[config.mk]
export PLATFORM = sky130hd
export DESIGN_NAME = nibble_add_sched_flat
export DESIGN_NICKNAME = d
export VERILOG_FILES = /design/src/rtl/nibble_add_if.sv /design/src/rtl/nibble_add_sched.sv /design/src/flat_wrapper.sv
export SDC_FILE = /design/constraint.sdc
export NUM_CORES = 1
export LEC_CHECK = 0
export ABC_CLOCK_PERIOD_IN_PS = 2600
export BUFFER_PORTS_ARGS = -buffer_cell sky130_fd_sc_hd__buf_2
export CORE_MARGIN = 4
export CORE_UTILIZATION = 52
export CTS_CLUSTER_SIZE = 14
export DETAILED_ROUTE_END_ITERATION = 10
export MAX_ROUTING_LAYER = met4
export PLACE_DENSITY = 0.9
export SETUP_SLACK_MARGIN = 0.2
export SLEW_MARGIN = 20
export SYNTH_ARGS = -nofsm -noshare
export SYNTH_HDL_FRONTEND = slang
export SYNTH_SLANG_ARGS = --single-unit
[constraint.sdc]
create_clock -name clk -period 2.6 [get_ports clk]
set_input_delay 0.39 -clock clk [delete_from_list [all_inputs] [get_ports clk]]
set_output_delay 0.39 -clock clk [all_outputs]
set_load 0.05 [all_outputs]
[src/rtl/nibble_add_if.sv]
// nibble_add_if: client request/operand bundle and result bundle of the nibble adder scheduler
interface nibble_add_if #(parameter int NIBBLES = 4);
  logic [1:0]           req;
  logic [4*NIBBLES-1:0] a0, b0, a1, b1;
  logic                 cin0, cin1;
  logic [1:0]           gnt, done;
  logic [4*NIBBLES-1:0] sum;
  logic                 cout, busy;
  modport master (output req, a0, b0, cin0, a1, b1, cin1, input gnt, done, sum, cout, busy);
  modport slave  (input req, a0, b0, cin0, a1, b1, cin1, output gnt, done, sum, cout, busy);
endinterface

[src/rtl/nibble_add_sched.sv]
// nibble_add_sched: round-robin two-client scheduler over one 4-bit adder, LSB nibble first
module nibble_add_sched #(parameter int NIBBLES = 4) (
  input logic clk,
  input logic rst_n,
  nibble_add_if.slave bus
);
  localparam int W  = 4 * NIBBLES;
  localparam int KW = $clog2(NIBBLES + 1);
  typedef enum logic [1:0] {IDLE, RUN, DONE} state_t;
  state_t        state_q;
  logic [W-1:0]  a_q, b_q, res_q, sum_q, res_d;
  logic [KW-1:0] k_q;
  logic [1:0]    gnt_q, done_q;
  logic          carry_q, cout_q, busy_q, win_q, last_q, win_d;
  logic [4:0]    add_d;
  // operands shift right each cycle so the adder always sees the low nibble
  always_comb begin
    win_d = (bus.req == 2'b11) ? ~last_q : bus.req[1];
    add_d = {1'b0, a_q[3:0]} + {1'b0, b_q[3:0]} + {4'b0, carry_q};
    res_d = W'({add_d[3:0], res_q} >> 4);
  end
  always_ff @(posedge clk or negedge rst_n) begin
    if (!rst_n) begin
      state_q <= IDLE;
      a_q     <= '0;
      b_q     <= '0;
      res_q   <= '0;
      sum_q   <= '0;
      k_q     <= '0;
      gnt_q   <= '0;
      done_q  <= '0;
      carry_q <= 1'b0;
      cout_q  <= 1'b0;
      busy_q  <= 1'b0;
      win_q   <= 1'b0;
      last_q  <= 1'b1;
    end else begin
      gnt_q  <= '0;
      done_q <= '0;
      case (state_q)
        IDLE: if (|bus.req) begin
          a_q     <= win_d ? bus.a1 : bus.a0;
          b_q     <= win_d ? bus.b1 : bus.b0;
          carry_q <= win_d ? bus.cin1 : bus.cin0;
          res_q   <= '0;
          k_q     <= '0;
          win_q   <= win_d;
          last_q  <= win_d;
          gnt_q   <= win_d ? 2'b10 : 2'b01;
          busy_q  <= 1'b1;
          state_q <= RUN;
        end
        RUN: begin
          a_q     <= a_q >> 4;
          b_q     <= b_q >> 4;
          res_q   <= res_d;
          carry_q <= add_d[4];
          k_q     <= k_q + KW'(1);
          if (k_q == KW'(NIBBLES - 1)) begin
            sum_q   <= res_d;
            cout_q  <= add_d[4];
            done_q  <= win_q ? 2'b10 : 2'b01;
            state_q <= DONE;
          end
        end
        DONE: begin
          busy_q  <= 1'b0;
          state_q <= IDLE;
        end
        default: state_q <= IDLE;
      endcase
    end
  end
  assign bus.gnt  = gnt_q;
  assign bus.done = done_q;
  assign bus.sum  = sum_q;
  assign bus.cout = cout_q;
  assign bus.busy = busy_q;
endmodule

[src/flat_wrapper.sv]
// flat-port wrapper written by rule: the top's interface ports become plain ports
module nibble_add_sched_flat 
#(parameter int NIBBLES = 4)
  (clk, rst_n, bus_req, bus_a0, bus_b0, bus_cin0, bus_a1, bus_b1, bus_cin1, bus_gnt, bus_done, bus_sum, bus_cout, bus_busy);
  nibble_add_if #(.NIBBLES(NIBBLES)) bus_i ();
  input logic clk;
  input logic rst_n;
  input wire logic [$bits(bus_i.req)-1:0] bus_req;
  input wire logic [$bits(bus_i.a0)-1:0] bus_a0;
  input wire logic [$bits(bus_i.b0)-1:0] bus_b0;
  input wire logic [$bits(bus_i.cin0)-1:0] bus_cin0;
  input wire logic [$bits(bus_i.a1)-1:0] bus_a1;
  input wire logic [$bits(bus_i.b1)-1:0] bus_b1;
  input wire logic [$bits(bus_i.cin1)-1:0] bus_cin1;
  output wire logic [$bits(bus_i.gnt)-1:0] bus_gnt;
  output wire logic [$bits(bus_i.done)-1:0] bus_done;
  output wire logic [$bits(bus_i.sum)-1:0] bus_sum;
  output wire logic [$bits(bus_i.cout)-1:0] bus_cout;
  output wire logic [$bits(bus_i.busy)-1:0] bus_busy;
  assign bus_i.req = bus_req;
  assign bus_i.a0 = bus_a0;
  assign bus_i.b0 = bus_b0;
  assign bus_i.cin0 = bus_cin0;
  assign bus_i.a1 = bus_a1;
  assign bus_i.b1 = bus_b1;
  assign bus_i.cin1 = bus_cin1;
  assign bus_gnt = bus_i.gnt;
  assign bus_done = bus_i.done;
  assign bus_sum = bus_i.sum;
  assign bus_cout = bus_i.cout;
  assign bus_busy = bus_i.busy;
  nibble_add_sched #(.NIBBLES(NIBBLES)) u_core (.clk(clk), .rst_n(rst_n), .bus(bus_i));
endmodule
==> impl_results.rst <==
.. list-table::
   :header-rows: 1

   * - Metric
     - Value
   * - Outcome
     - finished, final reports clean
   * - Mean instance size in the synthesized netlist
     - 10.65 um2
   * - Number of enable flip-flop cells after synthesis
     - 0
   * - Total Wirelength
     - 7392 um
   * - Hold Crit Class
     - in -> async
   * - Register bit total from synthesis
     - 74
   * - Worst VDD drop
     - 720.0 uV
   * - Residual DRC
     - 0
   * - Critical setup path kind
     - reg -> reg
   * - Total routing resource utilization after global routing
     - 20.24%
   * - Antenna diode count
     - 0
   * - Launching point of the worst reg2reg path
     - u_core.carry_q
   * - Pwr per Cell Area
     - 1302 nW/um2
   * - Maximum clock frequency
     - 490.5 MHz
   * - Number of warnings issued by yosys
     - 0
   * - Global-route wire length before repair
     - 11700 um
   * - Fillcell total
     - 516
   * - Flop-to-flop setup slack
     - 560 ps
   * - Clock latency on the worst-skew pair
     - 340 ps
   * - Via count
     - 2672
   * - PnR Total Power
     - 5277 uW
   * - Global route overflow
     - 0
   * - Share of power burned in registers
     - 37.9%
   * - Commonest non-fill, non-tap cells in the layout
     - 90 x sky130_fd_sc_hd__buf_2, 75 x sky130_fd_sc_hd__nand2_1, 73 x sky130_fd_sc_hd__dfrtp_1, 27 x sky130_fd_sc_hd__a21oi_1, 24 x sky130_fd_sc_hd__a221o_1
   * - Setup repair after global routing missed its margin
     - false
   * - Chain of cells forming the critical path
     - fa_1 -> fa_1 -> a21o_1 -> a21oi_1 -> o22ai_1 -> a21o_1
   * - Worst-path clk slew
     - 80 ps
   * - Most common cell after layout, fill and taps aside
     - sky130_fd_sc_hd__buf_2
   * - Area used by multi-input combinational logic
     - 1366 um2
   * - Gpl congestion
     - 0.7957
   * - Post-DP HPWL
     - 5191 um
   * - Switching part of the total
     - 42.57%
   * - Net count of the mapped netlist
     - 393
   * - Row Count
     - 29
   * - WP data arrival
     - 2280 ps
   * - Number of nets in the final layout
     - 479
   * - Summed instance area of the synthesized netlist
     - 3366 um2
   * - Vias in the first global route
     - 2524
   * - Number of port buffers
     - 91
   * - Leakage
     - 0.002094 uW
   * - Die H
     - 88.45 um
   * - Area of the die
     - 7823 um2
   * - Antenna violations before repair
     - 0
   * - Final worst-path cycle share
     - 78.42%
   * - Starting Density
     - 53.31%
   * - Post-layout min period
     - 2039 ps
   * - Commonest register cell after synthesis
     - sky130_fd_sc_hd__dfrtp_1
   * - Area used by sequential logic in the layout
     - 1853 um2
   * - Pins over their slew limit
     - 0
   * - Post-CTS Setup Repair Bufs
     - 0
   * - Fraction of final layout cells sized beyond drive strength 1
     - 33.17%
   * - Horizontal extent of the die
     - 88.45 um
   * - Hold-fix buffer count after cts
     - 0
   * - Top-level I/O count
     - 92
   * - Slew of the pin with the lowest slew margin
     - 891.5 ps
   * - Launching element type of the critical path
     - register
   * - Clock buffer depth
     - 2
   * - Cell count after synthesis
     - 316
   * - Standard cell with the maximum stage delay on the critical path
     - sky130_fd_sc_hd__fa_1
   * - Switching pwr
     - 2247 uW
   * - Maximum capacitance violations
     - 0
   * - Critical path's top delay family
     - adder cells
   * - Count of different cell masters after synthesis
     - 33
   * - Critical Path End Type
     - register
   * - Detailed router's first-iteration violation count
     - 110
   * - Number of hold violations in the final report
     - 0
   * - Vias per cell
     - 5.521
   * - Mean routed wirelength per cell
     - 15.27 um
   * - Fin util
     - 64.21%
   * - Share of flip-flops with an asynchronous set or reset
     - 100.0%
   * - Int Pwr
     - 3031 uW
   * - Total number of clock tree sinks
     - 74
   * - Worst Reg2Reg Path Length in Cells
     - 6
   * - Pin count of the biggest net entering global routing
     - 75
   * - Relative contribution of the clock network to total power
     - 17.0%
   * - Reg2Reg Capture Point
     - u_core.carry_q
   * - H-tree depth reported by CTS
     - 3
   * - Setup TNS
     - 0 ps
   * - Critical path peak fanout
     - 2
   * - Antenna Nets Post-Route
     - 0
   * - Worst Path Required
     - 2840 ps
   * - Clock tree skew after final layout
     - 5.343 ps
   * - Comb power frac
     - 45.1%
   * - CTS Buf Count
     - 9
   * - Root buffer cell
     - sky130_fd_sc_hd__clkbuf_8
   * - Setup Viol. Count Final
     - 0
   * - Detailed Routing Iterations Pass 1
     - 4
   * - Rel. slew slack
     - 40.56%
   * - Post-CTS Resized
     - 0
   * - Core area
     - 6314 um2
   * - Layout-stage area growth over the synthesis result
     - 20.45%
   * - Number of buffers and inverters on the critical path
     - 0
   * - TritonCTS clock tree
     - built
   * - Max incr delay on CP
     - 470 ps
   * - Sequential share of the synthesized area
     - 55.06%
[cells by family after synthesis]
group / Yosys count / share of synthesized area [%]
AO/OA/AOI/OAI: 78 / 16.06
flip-flops: 74 / 55.06
multiplexers: 23 / 7.398
buffers and inverters: 26 / 4.647
AND/OR/NAND/NOR: 106 / 13.27
XOR/XNOR: 2 / 0.5205
adder cells (fa/ha/maj): 7 / 3.048
[synthesized netlist by cell type (2+ instances only)]
library cell	instances	area, um2
sky130_fd_sc_hd__dfrtp_1	73	1827
sky130_fd_sc_hd__a21o_1	4	30.03
sky130_fd_sc_hd__nor2_1	2	7.510
sky130_fd_sc_hd__buf_1	4	15.01
sky130_fd_sc_hd__fa_1	2	40.04
sky130_fd_sc_hd__mux2_2	15	168.9
sky130_fd_sc_hd__buf_6	6	67.56
sky130_fd_sc_hd__clkbuf_1	2	7.510
sky130_fd_sc_hd__a221o_1	24	240.2
sky130_fd_sc_hd__nand2_1	75	281.5
sky130_fd_sc_hd__mux2i_1	8	80.08
sky130_fd_sc_hd__buf_2	11	55.05
sky130_fd_sc_hd__ha_1	5	62.56
sky130_fd_sc_hd__a21oi_1	27	135.1
sky130_fd_sc_hd__inv_1	3	11.26
sky130_fd_sc_hd__o21ai_0	17	85.08
sky130_fd_sc_hd__nand3_1	22	110.1
[state kept, by name (all words and copies together) (netlist names)]
name and count:
u_core.b_q 16, u_core.carry_q 1, u_core.res_q 12, u_core.k_q 3
u_core.a_q 16, u_core.last_q 1, u_core.bus.cout 1, u_core.bus.done 2
u_core.state_q 2, u_core.bus.gnt 2, u_core.win_q 1, u_core.bus.sum 16
u_core.bus.busy 1
[area by class of cell]
class	count	share of cell area, %
Clock inverter	6	1.636
Tap cell	77	2.377
Inverter	3	0.2778
Timing Repair Buffer	98	12.90
Sequential cell	74	45.71
Clock buffer	10	3.395
Multi-Input combinational cell	216	33.70
[through the flow]
step / cells / cell area, um2 / setup slack (ps) / hold slack, ps
2_1_floorplan: 316 / 3366 / 684.9 / 94.41
3_3_place_gp: 468 / 3850 / 635.5 / 439.7
3_5_place_dp: 468 / 3850 / 569.5 / 440.3
4_1_cts: 484 / 4054 / 555.0 / 193.9
5_1_grt: 484 / 4054 / 462.0 / 227.9
6_report: 484 / 4054 / 561.1 / 179.5
[per-layer routing]
layer	GRT usage [%]	share of wire, %	vias to the layer above
met1	25.96	44	1260
met3	4.655	6.6	13
li1	-	-	1300
met2	31.54	48	99
met4	7.555	1.6	0
met5	-	0	-
[worst max path at each step]
stage / from / endpoint / cells past startpoint
floorplan: u_core.carry_q / u_core.carry_q / 6
global placement: u_core.carry_q / u_core.carry_q / 6
detailed placement: u_core.carry_q / u_core.carry_q / 6
CTS: u_core.carry_q / u_core.carry_q / 6
global route: u_core.carry_q / u_core.carry_q / 6
finish: u_core.carry_q / u_core.carry_q / 6
[power by group through the flow]
stage               clock network (uW)  registers (uW)  logic (uW)
CTS                                910            2000        2410
global placement                     0            1990        2300
floorplan                            0            2400        1430
detailed placement                   0            2020        2400
finish                             900            2000        2380
global route                       965            2060        2620
Note: power is estimated with default switching activity, not from simulation.
